===== src/rtl/id_ex_stage.sv =====
// +-------------------------------------------------------------------------+
// | id_ex_stage: ID/EX pipeline register with load-use detection and       |
// | EX-stage operand forwarding (forwarding muxes built when ID_EX_FWD_EN). |
// | Revision: 1.0                                                           |
// +-------------------------------------------------------------------------+
`default_nettype none

module id_ex_stage #(
  parameter int DATA_W = 32,
  parameter int REG_AW = 5,
  parameter int FUNC_W = 4
) (
  input  logic              clk,
  input  logic              rst,
  input  logic              stall,
  input  logic              flush,
  input  logic              id_valid,
  input  logic [DATA_W-1:0] id_rs_data,
  input  logic [DATA_W-1:0] id_rt_data,
  input  logic [REG_AW-1:0] id_rs_addr,
  input  logic [REG_AW-1:0] id_rt_addr,
  input  logic [REG_AW-1:0] id_rd_addr,
  input  logic [DATA_W-1:0] id_imm,
  input  logic              id_alu_src,
  input  logic [FUNC_W-1:0] id_func,
  input  logic              id_reg_write,
  input  logic              id_mem_read,
  input  logic              id_mem_write,
  input  logic              id_mem_to_reg,
  input  logic              mem_reg_write,
  input  logic [REG_AW-1:0] mem_rd_addr,
  input  logic [DATA_W-1:0] mem_result,
  input  logic              wb_reg_write,
  input  logic [REG_AW-1:0] wb_rd_addr,
  input  logic [DATA_W-1:0] wb_result,
  output logic              hazard_stall,
  output logic              ex_valid,
  output logic [DATA_W-1:0] ex_a,
  output logic [DATA_W-1:0] ex_b,
  output logic [DATA_W-1:0] ex_store_data,
  output logic [FUNC_W-1:0] ex_func,
  output logic [REG_AW-1:0] ex_rd_addr,
  output logic              ex_reg_write,
  output logic              ex_mem_read,
  output logic              ex_mem_write,
  output logic              ex_mem_to_reg
);

  logic              valid_q,      valid_d;
  logic [DATA_W-1:0] rs_q,         rs_d;
  logic [DATA_W-1:0] rt_q,         rt_d;
  logic [DATA_W-1:0] imm_q,        imm_d;
  logic [REG_AW-1:0] rs_addr_q,    rs_addr_d;
  logic [REG_AW-1:0] rt_addr_q,    rt_addr_d;
  logic [REG_AW-1:0] rd_q,         rd_d;
  logic              alu_src_q,    alu_src_d;
  logic [FUNC_W-1:0] func_q,       func_d;
  logic              reg_write_q,  reg_write_d;
  logic              mem_read_q,   mem_read_d;
  logic              mem_write_q,  mem_write_d;
  logic              mem_to_reg_q, mem_to_reg_d;

  logic [DATA_W-1:0] w_fwd_rs;
  logic [DATA_W-1:0] w_fwd_rt;

`ifdef ID_EX_FWD_EN
  // EX/MEM is younger than MEM/WB, so it wins; r0 is hard-wired and never forwarded.
  always_comb begin
    w_fwd_rs = rs_q;
    w_fwd_rt = rt_q;
    if (mem_reg_write && (mem_rd_addr != '0) && (mem_rd_addr == rs_addr_q))
      w_fwd_rs = mem_result;
    else if (wb_reg_write && (wb_rd_addr != '0) && (wb_rd_addr == rs_addr_q))
      w_fwd_rs = wb_result;
    if (mem_reg_write && (mem_rd_addr != '0) && (mem_rd_addr == rt_addr_q))
      w_fwd_rt = mem_result;
    else if (wb_reg_write && (wb_rd_addr != '0) && (wb_rd_addr == rt_addr_q))
      w_fwd_rt = wb_result;
  end
`else
  logic w_unused;
  assign w_unused = ^{mem_reg_write, mem_rd_addr, mem_result,
                      wb_reg_write, wb_rd_addr, wb_result, rs_addr_q, rt_addr_q};
  assign w_fwd_rs = rs_q;
  assign w_fwd_rt = rt_q;
`endif

  assign hazard_stall = mem_read_q & valid_q & (rd_q != '0) &
                        ((rd_q == id_rs_addr) | (rd_q == id_rt_addr));

  always_comb begin
    valid_d      = valid_q;
    rs_d         = rs_q;
    rt_d         = rt_q;
    imm_d        = imm_q;
    rs_addr_d    = rs_addr_q;
    rt_addr_d    = rt_addr_q;
    rd_d         = rd_q;
    alu_src_d    = alu_src_q;
    func_d       = func_q;
    reg_write_d  = reg_write_q;
    mem_read_d   = mem_read_q;
    mem_write_d  = mem_write_q;
    mem_to_reg_d = mem_to_reg_q;
    if (stall) begin
      // Refresh operands so a producer retiring during the stall is captured.
      rs_d = w_fwd_rs;
      rt_d = w_fwd_rt;
    end else if (flush || hazard_stall) begin
      valid_d      = 1'b0;
      rs_d         = '0;
      rt_d         = '0;
      imm_d        = '0;
      rs_addr_d    = '0;
      rt_addr_d    = '0;
      rd_d         = '0;
      alu_src_d    = 1'b0;
      func_d       = '0;
      reg_write_d  = 1'b0;
      mem_read_d   = 1'b0;
      mem_write_d  = 1'b0;
      mem_to_reg_d = 1'b0;
    end else begin
      valid_d      = id_valid;
      rs_d         = id_rs_data;
      rt_d         = id_rt_data;
      imm_d        = id_imm;
      rs_addr_d    = id_rs_addr;
      rt_addr_d    = id_rt_addr;
      rd_d         = id_rd_addr;
      alu_src_d    = id_alu_src;
      func_d       = id_func;
      reg_write_d  = id_reg_write;
      mem_read_d   = id_mem_read;
      mem_write_d  = id_mem_write;
      mem_to_reg_d = id_mem_to_reg;
    end
  end

  always_ff @(posedge clk or posedge rst) begin
    if (rst) begin
      valid_q      <= 1'b0;
      rs_q         <= '0;
      rt_q         <= '0;
      imm_q        <= '0;
      rs_addr_q    <= '0;
      rt_addr_q    <= '0;
      rd_q         <= '0;
      alu_src_q    <= 1'b0;
      func_q       <= '0;
      reg_write_q  <= 1'b0;
      mem_read_q   <= 1'b0;
      mem_write_q  <= 1'b0;
      mem_to_reg_q <= 1'b0;
    end else begin
      valid_q      <= valid_d;
      rs_q         <= rs_d;
      rt_q         <= rt_d;
      imm_q        <= imm_d;
      rs_addr_q    <= rs_addr_d;
      rt_addr_q    <= rt_addr_d;
      rd_q         <= rd_d;
      alu_src_q    <= alu_src_d;
      func_q       <= func_d;
      reg_write_q  <= reg_write_d;
      mem_read_q   <= mem_read_d;
      mem_write_q  <= mem_write_d;
      mem_to_reg_q <= mem_to_reg_d;
    end
  end

  assign ex_valid      = valid_q;
  assign ex_a          = w_fwd_rs;
  assign ex_b          = alu_src_q ? imm_q : w_fwd_rt;
  assign ex_store_data = w_fwd_rt;
  assign ex_func       = func_q;
  assign ex_rd_addr    = rd_q;
  assign ex_reg_write  = reg_write_q;
  assign ex_mem_read   = mem_read_q;
  assign ex_mem_write  = mem_write_q;
  assign ex_mem_to_reg = mem_to_reg_q;

endmodule

`default_nettype wire


===== config.mk =====
export PLATFORM = sky130hd
export DESIGN_NAME = id_ex_stage
export DESIGN_NICKNAME = d
export VERILOG_FILES = /design/src/rtl/id_ex_stage.sv
export SDC_FILE = /design/constraint.sdc
export NUM_CORES = 1
export LEC_CHECK = 0
export BUFFER_PORTS_ARGS = -buffer_cell sky130_fd_sc_hd__buf_2
export CORE_AREA = 10 10 174 95
export CTS_CLUSTER_SIZE = 24
export DETAILED_ROUTE_END_ITERATION = 8
export DIE_AREA = 0 0 184 105
export GPL_ROUTABILITY_DRIVEN = 1
export PLACE_DENSITY = 0.75
export REMOVE_ABC_BUFFERS = 1
export SLEW_MARGIN = 15
export SYNTH_ARGS = -nofsm -noshare
export SYNTH_HDL_FRONTEND = slang
export SYNTH_SLANG_ARGS = --single-unit

===== constraint.sdc =====
create_clock -name clk -period 3.5 [get_ports clk]
set_input_delay 0.175 -clock clk [delete_from_list [all_inputs] [get_ports clk]]
set_output_delay 0.175 -clock clk [all_outputs]
set_load 0.005 [all_outputs]

==> results of run 1 <==
## final cells by class
type | instances | area, um2
Multi-Input combinational cell | 384 | 2480
Clock buffer | 12 | 256
Timing Repair Buffer | 248 | 1300
Fill cell | 1213 | 6270
Tap cell | 176 | 220
Inverter | 1 | 6.26
Clock inverter | 3 | 42.5
Sequential cell | 111 | 2780
Antenna cell | 6 | 15.0
## per-layer routing
layer  track usage, %  part of all wire (%)  up-vias
li1                 -                     -     2514
met1             19.3                    36     2640
met2             33.6                    56      169
met3             2.94                   4.5       36
met4             8.72                   2.9        0
met5                0                     0        -
## metrics by stage
stage | TNS (ns) | area (um2)
final | 0 | 7100
after global routing | 0 | 7100
after CTS | 0 | 7080
after detailed placement | 0 | 6780
after global placement | 0 | 6780
after floorplan | -456.13 | 5230
## placed cells by master (no fill, tap or decap)
cell type                    synthesis  final
sky130_fd_sc_hd__buf_2               3    234
sky130_fd_sc_hd__nand2_1           113    113
sky130_fd_sc_hd__a32oi_1           111    111
sky130_fd_sc_hd__o21ai_0           111    111
sky130_fd_sc_hd__dfrtp_1           111    111
sky130_fd_sc_hd__mux2_2             32     32
sky130_fd_sc_hd__buf_4               0     12
sky130_fd_sc_hd__xnor2_1            10     10
sky130_fd_sc_hd__clkbuf_16           0      9
sky130_fd_sc_hd__diode_2             0      6
sky130_fd_sc_hd__nand3_1             2      2
sky130_fd_sc_hd__clkbuf_8            0      2
sky130_fd_sc_hd__buf_12              0      2
sky130_fd_sc_hd__nor2_4              0      1
sky130_fd_sc_hd__o22ai_4             0      1
sky130_fd_sc_hd__or4_1               1      1
sky130_fd_sc_hd__o211ai_4            0      1
sky130_fd_sc_hd__nor2b_1             1      1
sky130_fd_sc_hd__inv_4               0      1
sky130_fd_sc_hd__clkbuf_1           51      1
sky130_fd_sc_hd__clkinv_2            0      1
sky130_fd_sc_hd__clkinvlp_4          0      1
sky130_fd_sc_hd__bufinv_16           0      1
## power groups by stage
stage | Combinational (W) | Sequential [W] | Clock (W)
floorplan | 0.000398 | 0.00161 | 0
global placement | 0.000843 | 0.00160 | 0
detailed placement | 0.000867 | 0.00161 | 0
CTS | 0.000868 | 0.00159 | 0.00108
global route | 0.000945 | 0.00161 | 0.00113
finish | 0.000852 | 0.00159 | 0.00105
## cell families (layout without fill, tap and decap cells)
family,after synthesis,after routing,share of synthesized area [%]
compound gates,224,224,27.9
xor+xnor,10,10,1.58
buf+inv,65,264,5.69
flops,111,111,50.1
mux,32,32,6.51
other cells,0,6,0
simple gates,118,118,8.15
## worst paths after layout
kind / startpoint / to / slack, ns / cells after the start
worst max-delay path: ex_rd_addr[3]$_DFFE_PP0N_ / hazard_stall / 0.94 / 5
worst min-delay path: rst / ex_store_data[2]$_DFFE_PP0N_ / -0.007 / 2
worst max register to register: ex_rd_addr[3]$_DFFE_PP0N_ / ex_a[14]$_DFFE_PP0N_ / 1.21 / 5
worst min register to register: ex_a[24]$_DFFE_PP0N_ / ex_a[24]$_DFFE_PP0N_ / 0.49 / 2
max in group asynchronous: rst / imm_q[4]$_DFFE_PP0N_ / 2.63 / 3
min in group clk: id_imm[14] / imm_q[14]$_DFFE_PP0N_ / 0.07 / 3
==> impl_metrics.py, run 1 <==
metrics = {
    "outcome": {
        "status": "complete, but fails checks",
        "failed_checks": "negative hold slack",
    },
    "job": {
        "maxCapViolations": 0,
    },
    "cts": {
        "post_cts_setup_buffer_count": 0,
        "insertion_delay_ns": 0.34,
        "cts_tree": "done",
        "cts_resized": 0,
        "cts-root-to-sink-buffers": 2,
        "path_clk_slew_ns": 0.07,
        "ctsHtreeMaxLevel": 3,
        "cts_inserted_buffers": 9,
        "cts_root_buffer": "sky130_fd_sc_hd__clkbuf_16",
        "clock_sink_count": 111,
        "cts_hold_repair.buffers": 0,
    },
    "global_route": {
        "antenna_found_initial": 6,
        "grt_start_max_net_pins": 223,
        "first_global_vias": 5338,
        "grt_first_pass_wirelength_um": 28600,
        "grt_remaining_overflow": 0,
        "grt_usage_pct": 18.0,
    },
    "floorplan": {
        "initial_utilization_pct": 41.5,
        "coreArea_mm2": 0.0134,
        "die_area_mm2": 0.0193,
        "floorplan.die.width_um": 184,
        "floorplan.rows": 30,
        "floorplan.die.height_um": 105,
        "num_io_pins": 312,
    },
    "yosys": {
        "yosysTopAreaCellShare_pct": 50.1,
        "most_instantiated_cells_after_synthesis": "113 x sky130_fd_sc_hd__nand2_1, 111 x sky130_fd_sc_hd__a32oi_1, 111 x sky130_fd_sc_hd__dfrtp_1, 111 x sky130_fd_sc_hd__o21ai_0, 51 x sky130_fd_sc_hd__clkbuf_1",
        "synth-seq-area-share_pct": 50.1,
        "dominantRegCellSynth": "sky130_fd_sc_hd__dfrtp_1",
        "synth-edff-count": 0,
        "synth_cell_types": 17,
        "synth_top_area_cell": "sky130_fd_sc_hd__dfrtp_1",
        "syn_area_per_cell_um2": 9.89,
        "synth_top_cells_by_area": "sky130_fd_sc_hd__dfrtp_1 50%, sky130_fd_sc_hd__a32oi_1 18%, sky130_fd_sc_hd__o21ai_0 10%",
        "yosys.cell_count.top_type": "sky130_fd_sc_hd__nand2_1",
        "synth.cell_area_mm2": 0.00554,
        "synth-seq-cells": 111,
        "yosys_warnings": 0,
        "postSynthCellCount": 560,
        "synth-async-reset-ratio_pct": 100,
    },
    "pwr": {
        "switching_share_pct": 29.8,
        "power.share.combinational_pct": 24.5,
        "pwr_density_cell_mw_per_mm2": 491,
        "net_load_switching_power_w": 0.00104,
        "clkPwrFrac_pct": 30.0,
        "power.share.sequential_pct": 45.5,
        "cell_internal_pwr_w": 0.00245,
        "worst_ir_drop_vdd_uv": 229,
        "leakage_power_figure_nw": 3.18,
        "total_power_w": 0.00349,
    },
    "sta": {
        "final.period_utilization_pct": 73.2,
        "max_slew.worst_pin.slew_ns": 1.01,
        "final-setup-viol-count": 0,
        "final_hold_viol_count": 3,
        "pins_over_their_slew_limit": 0,
        "hold_ws_ns": -0.00693,
        "max_freq_mhz": 391,
        "grt_setup_unrepaired": "no",
        "min_period_ns": 2.56,
        "slew_headroom_pct": 32.7,
        "final.setup_skew_ns": 0.00548,
        "worst_slack_ns": 0.939,
    },
    "routing": {
        "dr.pass1.iters": 5,
        "via_per_inst": 5.70,
        "vias": 5359,
        "drt_iter0_drc": 474,
        "wl_um": 18100,
        "routed_len_inst_um": 19.2,
        "remaining_drc_errors": 0,
        "antenna_violating_nets_post_route": 0,
    },
    "placement": {
        "dpl.hpwl_um": 12700,
        "placed_insts": 920,
        "place_worst_setup_slack_ns": 1.20,
        "port_buf_inserts": 235,
        "place.gp.congestion": 0.797,
    },
    "min_path": {
        "holdCritPathClass": "input port to asynchronous set/reset pin",
    },
    "layout": {
        "area_growth_syn_to_fin_pct": 28.1,
        "final_nets": 956,
        "final_core_utilization_pct": 53.1,
        "final_cells": 941,
        "share_of_layout_cells_above_drive_strength_1_pct": 39.3,
    },
    "worst_setup_path": {
        "worst_path_dominant_cell_family": "simple AND/OR/NAND/NOR gates",
        "cp_num_buf_inv": 2,
        "cp_launch_type": "flip-flop",
        "timing.critical_path.slowest_stage_cell": "sky130_fd_sc_hd__or4_1",
        "crit_path_max_incr_delay_ns": 0.60,
        "critical_path_peak_fanout": 42,
        "critical_path.endpoint_type": "primary output",
        "critical_path_class": "flip-flop to primary output",
        "cp.arrival_ns": 2.39,
        "crit_path_cell_chain": "or4_1 > o211ai_4 > buf_12 > nor2b_1 > buf_2",
        "required_ns": 3.32,
    },
}
(Power assumes the default switching activity.)
==> run 2: changes to the inputs <==
- ABC_AREA: not set -> 1
- CORE_AREA: 10 10 174 95 -> 10 10 185 100
- DIE_AREA: 0 0 184 105 -> 0 0 195 110
- PLACE_DENSITY: 0.75 -> 0.73
- clock period: 3.5 -> 2.4 ns (I/O delays scaled with it)
==> run 2 against run 1 <==
  * The run now ends clean
  * Flip-flop and latch count did not move
  * Wire length decreased by 0.53%
  * Global-route usage is 1.8 points lower
  * Count of clock-buffer cells in the layout is 2 lower
  * First-iteration DRC count decreased by 40%
  * Non-clock buffer count is 4 higher
  * Critical path depth up 3
  * Worst setup slack got worse by 0.71 ns
  * Largest cell class unchanged
  * Largest power group unchanged
==> impl_metrics.py, run 2 <==
metrics = {
    "cts": {
        "cts_inserted_buffers": 9,
        "cts-root-to-sink-buffers": 2,
        "cts_resized": 0,
        "path_clk_slew_ns": 0.07,
        "ctsHtreeMaxLevel": 3,
        "cts_root_buffer": "sky130_fd_sc_hd__clkbuf_16",
        "clock_sink_count": 111,
        "cts_tree": "done",
        "insertion_delay_ns": 0.34,
    },
    "sta": {
        "max_freq_mhz": 460,
        "max_slew.worst_pin.slew_ns": 0.643,
        "final_hold_viol_count": 0,
        "hold_ws_ns": 0.0824,
        "slew_headroom_pct": 57.1,
        "min_period_ns": 2.17,
        "pins_over_their_slew_limit": 0,
        "final-setup-viol-count": 0,
        "setup-tns-final_ns": 0,
        "grt_setup_unrepaired": "no",
        "final.setup_skew_ns": 0.00562,
        "final.period_utilization_pct": 90.5,
    },
    "floorplan": {
        "floorplan.die.height_um": 110,
        "num_io_pins": 312,
        "floorplan.die.width_um": 195,
        "initial_utilization_pct": 41.4,
        "die_area_mm2": 0.0215,
        "floorplan.rows": 32,
        "coreArea_mm2": 0.0152,
    },
    "yosys": {
        "dominantRegCellSynth": "sky130_fd_sc_hd__dfrtp_1",
        "syn_area_per_cell_um2": 7.83,
        "synth_top_area_cell": "sky130_fd_sc_hd__dfrtp_1",
        "synth.cell_area_mm2": 0.00630,
        "yosys.cell_count.top_type": "sky130_fd_sc_hd__nand2_1",
        "synth-async-reset-ratio_pct": 100,
        "yosysTopAreaCellShare_pct": 44.1,
        "synth_top_cells_by_area": "sky130_fd_sc_hd__dfrtp_1 44%, sky130_fd_sc_hd__nand2_1 15%, sky130_fd_sc_hd__nand3_2 13%",
        "synth_cell_types": 15,
        "synth-seq-area-share_pct": 44.1,
        "synth-seq-cells": 111,
        "synth-edff-count": 0,
        "postSynthCellCount": 805,
        "yosys_warnings": 0,
        "most_instantiated_cells_after_synthesis": "245 x sky130_fd_sc_hd__nand2_1, 122 x sky130_fd_sc_hd__inv_1, 117 x sky130_fd_sc_hd__nor2_1",
    },
    "routing": {
        "wl_um": 18000,
        "via_per_inst": 4.54,
        "vias": 5574,
        "routed-wl-met2_um": 9900,
        "met3_wirelength_um": 659,
        "dr.pass1.iters": 4,
        "routed_len_inst_um": 14.7,
        "wirelength_met1_um": 6930,
        "drt_iter0_drc": 283,
        "highest_layer": "met4",
        "remaining_drc_errors": 0,
        "antenna_violating_nets_post_route": 0,
    },
    "pwr": {
        "total_power_w": 0.00449,
        "power.share.combinational_pct": 18.9,
        "net_load_switching_power_w": 0.00125,
        "clkPwrFrac_pct": 34.2,
        "leakage_power_figure_nw": 4.89,
        "switching_share_pct": 27.9,
        "power.share.sequential_pct": 46.9,
        "pwr_density_cell_mw_per_mm2": 562,
        "worst_ir_drop_vdd_uv": 325,
        "cell_internal_pwr_w": 0.00324,
    },
    "layout": {
        "share_of_layout_cells_above_drive_strength_1_pct": 37.9,
        "mostFrequentLayoutCells": "245 x sky130_fd_sc_hd__nand2_1, 234 x sky130_fd_sc_hd__buf_2, 120 x sky130_fd_sc_hd__inv_1, 117 x sky130_fd_sc_hd__nor2_1, 111 x sky130_fd_sc_hd__dfrtp_1",
        "area_growth_syn_to_fin_pct": 26.7,
        "most_frequent_standard_cell_in_the_layout_excluding_fill_and_tap_cells": "sky130_fd_sc_hd__nand2_1",
        "final_nets": 1216,
    },
    "worst_setup_path": {
        "required_ns": 2.28,
        "reg2reg_setup_slack_ns": 0.57,
        "rr_worst_depth": 8,
        "critical_path_class": "flip-flop to primary output",
        "cp_launch_type": "flip-flop",
        "cp.arrival_ns": 2.05,
        "critical_path_peak_fanout": 26,
        "critical_path.endpoint_type": "primary output",
    },
    "global_route": {
        "grt_remaining_overflow": 0,
        "grt_usage_pct": 16.1,
        "grt_start_max_net_pins": 76,
        "antenna_found_initial": 5,
        "first_global_vias": 5678,
        "grt_first_pass_wirelength_um": 28700,
    },
    "placement": {
        "dpl.hpwl_um": 13100,
        "place.gp.congestion": 0.789,
        "port_buf_inserts": 235,
    },
    "min_path": {
        "holdCritPathClass": "input port to flip-flop",
        "hold_depth": 5,
    },
    "job": {
        "maxCapViolations": 0,
    },
    "outcome": {
        "status": "finished clean",
    },
}
==> run 2: changes by cell type after synthesis, moves of 9 or more <==
cell	change
sky130_fd_sc_hd__nand2_1	+132
sky130_fd_sc_hd__inv_1	+121
sky130_fd_sc_hd__nor2_1	+116
sky130_fd_sc_hd__a32oi_1	-111
sky130_fd_sc_hd__o21ai_0	-111
sky130_fd_sc_hd__nand3_2	+80
sky130_fd_sc_hd__nand3_1	+33
sky130_fd_sc_hd__clkbuf_1	-22
sky130_fd_sc_hd__buf_2	+12
sky130_fd_sc_hd__buf_6	-9
sky130_fd_sc_hd__buf_8	+9
==> run 2: timing repair <==
item / CTS / global route
setup buffers: 0 / 0
hold endpoints to repair: 18 / 0
hold buffers: 1 / 0
==> run 2: power groups by stage <==
stage	Sequential, W	Clock [W]	Combinational [W]
2_1_floorplan	0.00215	0	0.000400
3_3_place_gp	0.00213	0	0.000845
3_5_place_dp	0.00214	0	0.000864
4_1_cts	0.00210	0.00158	0.000870
5_1_grt	0.00212	0.00166	0.000957
6_report	0.00210	0.00153	0.000850
==> run 2: per-stage QoR <==
step	instance area, um2	util, %	instances	setup slack (ns)
floorplan	5980	-	752	-0.651
global placement	7660	50.4	1207	0.594
detailed placement	7660	50.4	1207	0.575
CTS	7970	52.4	1224	0.203
global route	7980	52.5	1229	0.0815
finish	7980	52.5	1229	0.228
==> run 2: final cells by class <==
type / instances / area (um2)
multi-input cells: 513 / 2730
fillers: 1467 / 7230
inverters: 128 / 485
well taps: 204 / 255
repair buffers: 252 / 1430
clock inverters: 6 / 60.1
clock buffers: 10 / 239
flip-flops and latches: 111 / 2780
diodes: 5 / 12.5
==> run 2: critical path, stage by stage (launching register included) <==
cell	delay, ns
sky130_fd_sc_hd__dfrtp_1	0.44
sky130_fd_sc_hd__nor3_1	0.25
sky130_fd_sc_hd__nand3_1	0.10
sky130_fd_sc_hd__nand3_1	0.09
sky130_fd_sc_hd__inv_2	0.05
sky130_fd_sc_hd__nand2_4	0.33
sky130_fd_sc_hd__buf_12	0.25
sky130_fd_sc_hd__inv_1	0.05
sky130_fd_sc_hd__buf_2	0.12
==> run 2: worst paths after layout <==
check | startpoint | endpoint
worst max-delay path | ex_rd_addr[4]$_DFFE_PP0N_ | hazard_stall
worst min-delay path | id_rs_data[28] | ex_a[28]$_DFFE_PP0N_
worst max register to register | ex_rd_addr[4]$_DFFE_PP0N_ | imm_q[6]$_DFFE_PP0N_
worst min register to register | imm_q[17]$_DFFE_PP0N_ | imm_q[17]$_DFFE_PP0N_
max in group asynchronous | rst | imm_q[6]$_DFFE_PP0N_
min in group asynchronous | rst | ex_a[21]$_DFFE_PP0N_
==> run 2: kinds of logic (layout without fill, tap and decap cells) <==
group / count (synthesis) / count (layout) / share of synthesized area (%)
simple gates: 479 / 479 / 37.2
other cells: 0 / 5 / 0
mux: 32 / 32 / 5.72
flops: 111 / 111 / 44.1
xor+xnor: 2 / 2 / 0.278
buf+inv: 181 / 396 / 12.7
==> run 2: metal layers <==
layer,up-vias,track usage (%)
met5,-,0
met4,0,6.39
met3,30,3.01
met2,110,31.2
met1,2607,17.4
li1,2827,-
==> run 3: changes to the inputs <==
- CELL_PAD_IN_SITES_DETAIL_PLACEMENT: not set -> 1
- CELL_PAD_IN_SITES_GLOBAL_PLACEMENT: not set -> 2
- CORE_AREA: 10 10 185 100 -> 10 10 236 126
- CTS_BUF_LIST: not set -> sky130_fd_sc_hd__clkbuf_16
- DIE_AREA: 0 0 195 110 -> 0 0 246 136
- PLACE_DENSITY: 0.73 -> 0.91
==> run 3 against run 2 <==
  * Global-route usage is 3.2 points lower
  * First-iteration DRC count is 9.9% lower
  * Combinational power is 2.7% higher
  * Sequential share of layout area is 0.50 points lower
  * Worst hold slack worse by 0.030 ns
  * Clock skew is 0.0013 ns higher
  * Register-to-register slack better by 0.08 ns
  * Cell count is 11% higher
  * Core utilization is 21 points lower
  * Clock power is 3% lower
  * Via count is 1.6% higher
  * Largest power group unchanged
==> impl_metrics.py, run 3 (synthesis gave the netlist of run 2 again) <==
metrics = {
    "cts": {
        "ctsHtreeMaxLevel": 3,
        "cts_tree": "done",
        "cts_root_buffer": "sky130_fd_sc_hd__clkbuf_16",
        "insertion_delay_ns": 0.37,
        "post_cts_setup_buffer_count": 0,
        "clock_sink_count": 111,
        "path_clk_slew_ns": 0.08,
        "cts-root-to-sink-buffers": 2,
        "cts_inserted_buffers": 9,
    },
    "placement": {
        "port_buf_inserts": 235,
        "dpl.hpwl_um": 15900,
        "place_worst_setup_slack_ns": 0.596,
        "dpl-instance-area_mm2": 0.00782,
        "place.gp.congestion": 0.764,
    },
    "global_route": {
        "grt_first_pass_wirelength_um": 34300,
        "grt_start_max_net_pins": 71,
        "antenna_found_initial": 0,
        "grt_remaining_overflow": 0,
        "grt_usage_pct": 13.0,
        "first_global_vias": 6020,
    },
    "min_path": {
        "holdCritPathClass": "input port to flip-flop",
    },
    "floorplan": {
        "floorplan.rows": 42,
        "die_area_mm2": 0.0335,
        "coreArea_mm2": 0.0258,
        "initial_utilization_pct": 24.4,
        "floorplan.die.width_um": 246,
        "floorplan.die.height_um": 136,
        "num_io_pins": 312,
    },
    "worst_setup_path": {
        "critical_path.endpoint_type": "primary output",
        "required_ns": 2.28,
        "cp.arrival_ns": 1.79,
        "critical_path_peak_fanout": 18,
        "cp_launch_type": "flip-flop",
        "critical_path_class": "flip-flop to primary output",
    },
    "sta": {
        "max_slew.worst_pin.slew_ns": 0.563,
        "slew_headroom_pct": 62.4,
        "pins_over_their_slew_limit": 0,
        "final-setup-viol-count": 0,
        "max_freq_mhz": 524,
        "min_period_ns": 1.91,
        "final.setup_skew_ns": 0.00688,
        "worst_slack_ns": 0.493,
        "setup-tns-final_ns": 0,
        "grt_setup_unrepaired": "no",
        "final.period_utilization_pct": 79.4,
        "final_hold_viol_count": 0,
    },
    "layout": {
        "fillers": 3188,
        "final_core_utilization_pct": 31.4,
        "area_growth_syn_to_fin_pct": 28.6,
        "most_frequent_standard_cell_in_the_layout_excluding_fill_and_tap_cells": "sky130_fd_sc_hd__nand2_1",
        "share_of_layout_cells_above_drive_strength_1_pct": 37.6,
        "final_nets": 1214,
        "mostFrequentLayoutCells": "245 x sky130_fd_sc_hd__nand2_1, 234 x sky130_fd_sc_hd__buf_2, 121 x sky130_fd_sc_hd__inv_1, 117 x sky130_fd_sc_hd__nor2_1, 110 x sky130_fd_sc_hd__dfrtp_1",
        "antennaDiodeCount": 0,
        "stdcell_area_mm2": 0.00810,
    },
    "outcome": {
        "status": "finished clean",
    },
    "routing": {
        "remaining_drc_errors": 0,
        "vias": 5661,
        "drt_iter0_drc": 255,
        "routed_len_inst_um": 15.8,
        "wl_um": 21700,
        "antenna_violating_nets_post_route": 0,
        "via_per_inst": 4.13,
        "dr.pass1.iters": 4,
    },
    "pwr": {
        "leakage_power_figure_nw": 4.85,
        "pwr_density_cell_mw_per_mm2": 552,
        "worst_ir_drop_vdd_uv": 265,
    },
    "job": {
        "maxCapViolations": 0,
    },
}
==> run 3: cell count changes in the layout (fill, tap and decap cells not counted), sizes merged <==
| cell | before | now |
|---|---|---|
| clkbuf | 10 | 9 |
| bufinv | 1 | 0 |
| clkinv | 4 | 5 |
| clkinvlp | 2 | 0 |
| buf | 251 | 249 |
| diode | 5 | 0 |
| inv | 127 | 130 |
==> run 3: path summary, 6_finish.rpt <==
| kind | cells past startpoint | start | slack, ns | to |
|---|---|---|---|---|
| max | 9 | ex_rd_addr[4]$_DFFE_PP0N_ | 0.49 | hazard_stall |
| min | 5 | id_rt_data[29] | 0.05 | ex_store_data[29]$_DFFE_PP0N_ |
| max reg2reg | 10 | ex_rd_addr[4]$_DFFE_PP0N_ | 0.65 | imm_q[6]$_DFFE_PP0N_ |
| min reg2reg | 2 | ex_a[8]$_DFFE_PP0N_ | 0.48 | ex_a[8]$_DFFE_PP0N_ |
| max in group asynchronous | 4 | rst | 1.42 | alu_src_q$_DFFE_PP0N_ |
| min in group asynchronous | 3 | rst | 0.35 | ex_a[3]$_DFFE_PP0N_ |
==> run 3: routing by layer <==
layer	track usage [%]	wire (um)	up-vias
li1	-	-	2821
met1	16.8	10300	2699
met2	20.0	9550	126
met3	4.74	1580	15
met4	3.27	195	0
met5	0	0	-
==> run 3: final cells by class <==
| cell class | count | area, um2 | area share (%) |
|---|---|---|---|
| inverter | 128 | 488 | 6.02 |
| multi-input combinational | 513 | 2740 | 33.8 |
| sequential | 111 | 2780 | 34.3 |
| clock buffer | 9 | 225 | 2.78 |
| timing repair buffer | 250 | 1390 | 17.1 |
| clock inverter | 7 | 48.8 | 0.602 |
| tap | 352 | 440 | 5.43 |
==> run 3: report_power, final <==
| group | total [W] | switching (W) | internal, W |
|---|---|---|---|
| clock network | 0.00149 | 0.000776 | 0.000711 |
| registers | 0.00211 | 0.000100 | 0.00201 |
| logic | 0.000873 | 0.000485 | 0.000388 |
==> run 3: through the flow <==
step | total power, W | std cells | hold slack, ns
after floorplan | 0.00255 | 752 | 0.233
after global placement | 0.00303 | 1353 | 0.213
after detailed placement | 0.00305 | 1353 | 0.220
after CTS | 0.00458 | 1370 | 0.0261
after global routing | 0.00477 | 1370 | 0.0455
final | 0.00447 | 1370 | 0.0526
==> run 3: critical path, stage by stage (launching register included) <==
cell,delay (ns)
sky130_fd_sc_hd__dfrtp_1,0.49
sky130_fd_sc_hd__inv_2,0.06
sky130_fd_sc_hd__nand2_1,0.06
sky130_fd_sc_hd__nand2_1,0.05
sky130_fd_sc_hd__nor2_1,0.11
sky130_fd_sc_hd__nand3_1,0.08
sky130_fd_sc_hd__nand2_1,0.18
sky130_fd_sc_hd__nand2_8,0.18
sky130_fd_sc_hd__inv_1,0.09
sky130_fd_sc_hd__buf_2,0.11
==> run 3: what timing repair did <==
item / in CTS / in global routing
resized for setup: 0 / 0
hold buffers: 1 / 0
endpoints found under the hold margin: 35 / 0
